==> config.mk <==
export PLATFORM = sky130hd
export DESIGN_NAME = alu_cmd_seq
export DESIGN_NICKNAME = d
export VERILOG_FILES = /design/src/rtl/alu_seq_pkg.sv /design/src/rtl/cmd_fifo.sv /design/src/rtl/alu_cmd_seq.sv
export SDC_FILE = /design/constraint.sdc
export NUM_CORES = 1
export LEC_CHECK = 0
export CAP_MARGIN = 20
export CORE_ASPECT_RATIO = 1.2
export CORE_MARGIN = 8
export CORE_UTILIZATION = 40
export CTS_CLUSTER_DIAMETER = 80
export DETAILED_ROUTE_END_ITERATION = 12
export GPL_ROUTABILITY_DRIVEN = 0
export GPL_TIMING_DRIVEN = 0
export RECOVER_POWER = 100
export SLEW_MARGIN = 15
export SYNTH_ARGS = -nofsm -noshare
export SYNTH_HDL_FRONTEND = slang
export SYNTH_SLANG_ARGS = --single-unit
==> constraint.sdc <==
create_clock -name clk -period 6.9 [get_ports clk]
set_input_delay 1.38 -clock clk [delete_from_list [all_inputs] [get_ports clk]]
set_output_delay 1.38 -clock clk [all_outputs]
set_load 0.01 [all_outputs]
==> src/rtl/alu_seq_pkg.sv <==
// Shared opcode constants and sequencer state encoding for the ALU command sequencer.
package alu_seq_pkg;

  localparam logic [2:0] OC_ADD = 3'b000;
  localparam logic [2:0] OC_SUB = 3'b001;
  localparam logic [2:0] OC_MUL = 3'b010;
  localparam logic [2:0] OC_DIV = 3'b011;
  localparam logic [2:0] OC_NOT = 3'b100;
  localparam logic [2:0] OC_XOR = 3'b101;
  localparam logic [2:0] OC_OR  = 3'b110;
  localparam logic [2:0] OC_AND = 3'b111;

  typedef enum logic [1:0] {
    ST_IDLE = 2'd0,
    ST_EXEC = 2'd1,
    ST_HOLD = 2'd2
  } state_t;

endpackage

==> src/rtl/cmd_fifo.sv <==
// Synchronous command FIFO with occupancy counter; pushes while full and pops while empty are ignored.
module cmd_fifo #(
  parameter int WIDTH = 35,
  parameter int DEPTH = 4
) (
  input  logic             clk,
  input  logic             rst,
  input  logic             push,
  input  logic [WIDTH-1:0] din,
  input  logic             pop,
  output logic [WIDTH-1:0] dout,
  output logic             full,
  output logic             empty
);

  localparam int AW = (DEPTH > 1) ? $clog2(DEPTH) : 1;
  localparam int CW = $clog2(DEPTH + 1);

  logic [WIDTH-1:0] mem [DEPTH];
  logic [AW-1:0]    wr_ptr;
  logic [AW-1:0]    rd_ptr;
  logic [CW-1:0]    count;
  logic             do_push;
  logic             do_pop;

  assign full    = (count == CW'(DEPTH));
  assign empty   = (count == '0);
  assign do_push = push && !full;
  assign do_pop  = pop && !empty;
  assign dout    = mem[rd_ptr];

  // Pointers wrap naturally because DEPTH is a power of two.
  always_ff @(posedge clk or posedge rst) begin
    if (rst) begin
      wr_ptr <= '0;
      rd_ptr <= '0;
      count  <= '0;
    end else begin
      if (do_push) wr_ptr <= wr_ptr + 1'b1;
      if (do_pop)  rd_ptr <= rd_ptr + 1'b1;
      case ({do_push, do_pop})
        2'b10:   count <= count + 1'b1;
        2'b01:   count <= count - 1'b1;
        default: count <= count;
      endcase
    end
  end

  always_ff @(posedge clk) begin
    if (do_push) mem[wr_ptr] <= din;
  end

endmodule

==> src/rtl/alu_cmd_seq.sv <==
// Queues ALU commands, drives an external combinational ALU one command at a time,
// and presents each result on a valid/ready handshake.
module alu_cmd_seq
  import alu_seq_pkg::*;
#(
  parameter int DATA_WIDTH = 16,
  parameter int FIFO_DEPTH = 4
) (
  input  logic                  clk,
  input  logic                  rst,
  input  logic                  in_valid,
  output logic                  in_ready,
  input  logic [2:0]            in_oc,
  input  logic [DATA_WIDTH-1:0] in_a,
  input  logic [DATA_WIDTH-1:0] in_b,
  output logic [2:0]            alu_oc,
  output logic [DATA_WIDTH-1:0] alu_a,
  output logic [DATA_WIDTH-1:0] alu_b,
  input  logic [DATA_WIDTH-1:0] alu_f,
  output logic                  out_valid,
  input  logic                  out_ready,
  output logic [DATA_WIDTH-1:0] out_f,
  output logic [2:0]            out_oc,
  output logic                  out_err,
  output logic [15:0]           done_cnt
);

  localparam int CMD_W = 3 + 2 * DATA_WIDTH;

  function automatic logic div_by_zero(input logic [2:0] oc, input logic [DATA_WIDTH-1:0] b);
    return (oc == OC_DIV) && (b == '0);
  endfunction

  state_t            state;
  state_t            state_next;
  logic              pop;
  logic              load_out;
  logic              done_inc;
  logic              full;
  logic              empty;
  logic [CMD_W-1:0]  head;

  cmd_fifo #(
    .WIDTH (CMD_W),
    .DEPTH (FIFO_DEPTH)
  ) u_fifo (
    .clk   (clk),
    .rst   (rst),
    .push  (in_valid),
    .din   ({in_oc, in_a, in_b}),
    .pop   (pop),
    .dout  (head),
    .full  (full),
    .empty (empty)
  );

  assign in_ready  = !full;
  assign out_valid = (state == ST_HOLD);

  always_ff @(posedge clk or posedge rst) begin
    if (rst) state <= ST_IDLE;
    else     state <= state_next;
  end

  always_comb begin
    state_next = state;
    pop        = 1'b0;
    load_out   = 1'b0;
    done_inc   = 1'b0;
    case (state)
      ST_IDLE: begin
        if (!empty) begin
          pop        = 1'b1;
          state_next = ST_EXEC;
        end
      end
      ST_EXEC: begin
        load_out   = 1'b1;
        state_next = ST_HOLD;
      end
      ST_HOLD: begin
        if (out_ready) begin
          done_inc = 1'b1;
          if (!empty) begin
            pop        = 1'b1;
            state_next = ST_EXEC;
          end else begin
            state_next = ST_IDLE;
          end
        end
      end
      default: state_next = ST_IDLE;
    endcase
  end

  // ALU drive changes only on a pop; result registers load only in EXEC.
  always_ff @(posedge clk or posedge rst) begin
    if (rst) begin
      alu_oc   <= '0;
      alu_a    <= '0;
      alu_b    <= '0;
      out_f    <= '0;
      out_oc   <= '0;
      out_err  <= 1'b0;
      done_cnt <= '0;
    end else begin
      if (pop) begin
        {alu_oc, alu_a, alu_b} <= head;
      end
      if (load_out) begin
        out_oc <= alu_oc;
        if (div_by_zero(alu_oc, alu_b)) begin
          out_f   <= '0;
          out_err <= 1'b1;
        end else begin
          out_f   <= alu_f;
          out_err <= 1'b0;
        end
      end
      if (done_inc) done_cnt <= done_cnt + 16'd1;
    end
  end

endmodule

==> metrics.csv <==
stage,metric,value,unit
layout,seq_area,6210,um^2
outcome,violations,"max-capacitance violations, max-slew violations",
clock_tree,cts_tree,yes,
critical_path,r2r_cells,4,
global_routing,grt_max_degree,52,
global_routing,grt_usage,13.6,%
die,fp.dieW,148,um
power,p_leak,3.95,nW
die,die_area,25700,um^2
critical_path,reg2reg_slack,3.92,ns
synthesis,async_flop_share,36.4,%
synthesis,yosys_warnings,0,
timing,maxSlewViolCount,122,
synthesis,syn_nets,477,
layout,multi_input_area,1960,um^2
synthesis,avgSynthCellArea,20.0,um^2
clock_tree,cts_max_level,1,
clock_tree,post_cts_buffers,0,
timing,min_period,3.80,ns
drt,finalWirelength,17.3,mm
clock_tree,cts_buffer_depth,3,
layout,drive_gt1_share,19.7,%
synthesis,synth_ff_type,edfxtp_1,
global_routing,grt_pass1_wl,27.4,mm
die,pin_count,128,
drt,drtAntennaViolNets,0,
synthesis,synth_edf_count,140,
global_routing,antenna_found_initial,1,
critical_path,cp_slowest_cell,clkbuf_1,
die,start_util,40.9,%
layout,antennaDiodeCount,0,
clock_tree,worstSkewPairLatency,0.49,ns
critical_path,required,6.99,ns
die,fp.coreArea,20300,um^2
synthesis,syn_area,8310,um^2
global_routing,grt_pass1_vias,4915,
min_path,min_path_type,register to register,
critical_path,rr_endpoint,u_fifo.mem[2][27],
place,dp_hpwl,11.8,mm
clock_tree,path_clk_slew,0.06,ns
layout,fillCellCount,1670,
die,rows,57,
clock_tree,cts_resized,0,
run,cap_violations,4,
critical_path,cp_data_arrival_time,3.89,ns
layout,nets,634,
critical_path,start_kind,primary input,
drt,vias,4300,
critical_path,critical-path-max-stage-delay,1.23,ns
drt,vias_per_cell,5.04,
timing,fin_ws,3.10,ns
synthesis,ys_ff_latch,220,
drt,post-route-drc-count,0,
critical_path,r2r-start,u_fifo.wr_ptr[0],
timing,finalHoldViolCount,0,
critical_path,crit_fanout,23,
clock_tree,hold_buffers,0,
place,numPortBuffers,127,
place,dp_cells,812,
critical_path,cp-end-kind,register,
critical_path,worstSetupPathType,primary input to register,
min_path,holdPathStages,1,
layout,fin_cells,853,
timing,relSlewSlack,-54.0,%
synthesis,synth.distinct_cells,35,
timing,worstMarginPinSlew,2.30,ns
min_path,hold_path_end,done_cnt[15],
timing,setup_violations,0,
power,power_density,443,nW/um^2
timing,fin_skew,0.0133,ns
critical_path,path_cells,dlygate4sd3_1 > and3_1 > clkbuf_1,
timing,fin_setup_tns,0,ns
drt,drt-pass1-iter-count,4,
synthesis,syn-instance-count,415,
clock_tree,root_buffer,clkbuf_16,
timing,max_freq,263,MHz
die,die_h,174,um
drt,drtIter0Drc,127,
clock_tree,cts_inserted_buffers,23,
power,ir_drop,0.000224,V
place,pre_cts_ws,3.34,ns
clock_tree,cts.sinks,220,
power,p_total,4.72,mW
global_routing,grt.overflow.total,0,
timing,finalCritPeriodShare,55.1,%
timing,hold_slack,0.463,ns
layout,syn_to_final_growth,28.3,%
layout,utilization,52.5,%
layout,final_area,10700,um^2
outcome,outcome,"complete, but fails checks",
drt,post_drt_wl_per_cell,20.3,um
min_path,min_from,done_cnt[15],
place,place_area,10000,um^2
synthesis,yosysSeqAreaShare,74.7,%
timing,rsz0062_at_grt,false,
cell usage after synthesis, types with 2 or more instances:
cell type  number  area [um^2]
edfxtp_1      140         4200
dfrtp_1        80         2000
mux2_2         39          439
mux4_2         35          788
a22o_1         16          140
xnor2_1        15          131
inv_1           9         33.8
nand3_1         9         45.0
nand2_1         8         30.0
buf_2           6         30.0
clkbuf_1        6         22.5
ha_1            6         75.1
xor2_1          6         52.6
and3_1          5         31.3
nand4_1         5         31.3
nor2_1          5         18.8
nor3_1          4         20.0
buf_4           2         15.0
nor2b_1         2         12.5
or4_4           2         22.5
sequential cells by signal, summed over array words and instances, names as in the netlist, 2 cells and up:
register       cells
alu_oc             3
u_fifo.count       3
out_f             16
alu_a             16
u_fifo.wr_ptr      2
state              2
u_fifo.rd_ptr      2
out_oc             3
alu_b             16
u_fifo.mem       140
done_cnt          16
cell usage in the layout (no fill, tap or decap), types with 15 or more instances in the layout:
cell type / synthesis / final
clkbuf_16: 0 / 23
a22o_1: 16 / 16
edfxtp_1: 140 / 140
clkbuf_1: 6 / 23
dfrtp_1: 80 / 80
mux4_2: 35 / 35
mux2_2: 39 / 39
clkdlybuf4s50_1: 0 / 16
dlygate4sd3_1: 0 / 111
xnor2_1: 15 / 15
final cells by class:
cell class | instances | share of cell area, %
Inverter | 9 | 0.329
Clock inverter | 3 | 0.610
Timing Repair Buffer | 132 | 12.2
Tap cell | 265 | 3.11
Clock buffer | 38 | 6.49
Multi-Input combinational cell | 171 | 18.4
Sequential cell | 220 | 58.2
Buffer | 15 | 0.634
logic make-up after synthesis:
logic type / after synthesis / share of synthesized area, %
AO/OA/AOI/OAI: 19 / 2.14
XOR/XNOR: 21 / 2.21
adder cells (fa/ha/maj): 7 / 1.14
buffers and inverters: 24 / 1.36
flip-flops: 220 / 74.7
multiplexers: 76 / 15.0
AND/OR/NAND/NOR: 48 / 3.43
power breakdown:
group	internal (mW)	switching (mW)	leakage, nW
registers	1.81	0.174	2.26
clock network	0.754	0.468	0.369
logic	0.803	0.714	1.32
per-layer routing:
layer / global-route usage [%] / part of all wire (%) / vias to the layer above
met5: 0 / 0.058 / -
met4: 2.89 / 1.4 / 2
met3: 3.47 / 6.4 / 24
met2: 24.5 / 51 / 127
met1: 16.1 / 41 / 2205
li1: - / - / 1942
critical path, delay by kind of cell:
kind          cells  cell delay, ns
simple gates      1            0.67
buf+inv           2            1.82
worst max path at each step:
stage | startpoint | to | slack [ns]
2_1_floorplan | rst | alu_a[0] | 3.47
3_3_place_gp | rst | alu_a[10] | 1.89
3_5_place_dp | out_ready | alu_b[11] | 3.34
4_1_cts | state[0] | out_valid | 3.72
5_1_grt | in_valid | u_fifo.mem[2][26] | 2.86
6_report | in_valid | u_fifo.mem[2][27] | 3.10
Note: power is estimated with default switching activity, not from simulation.
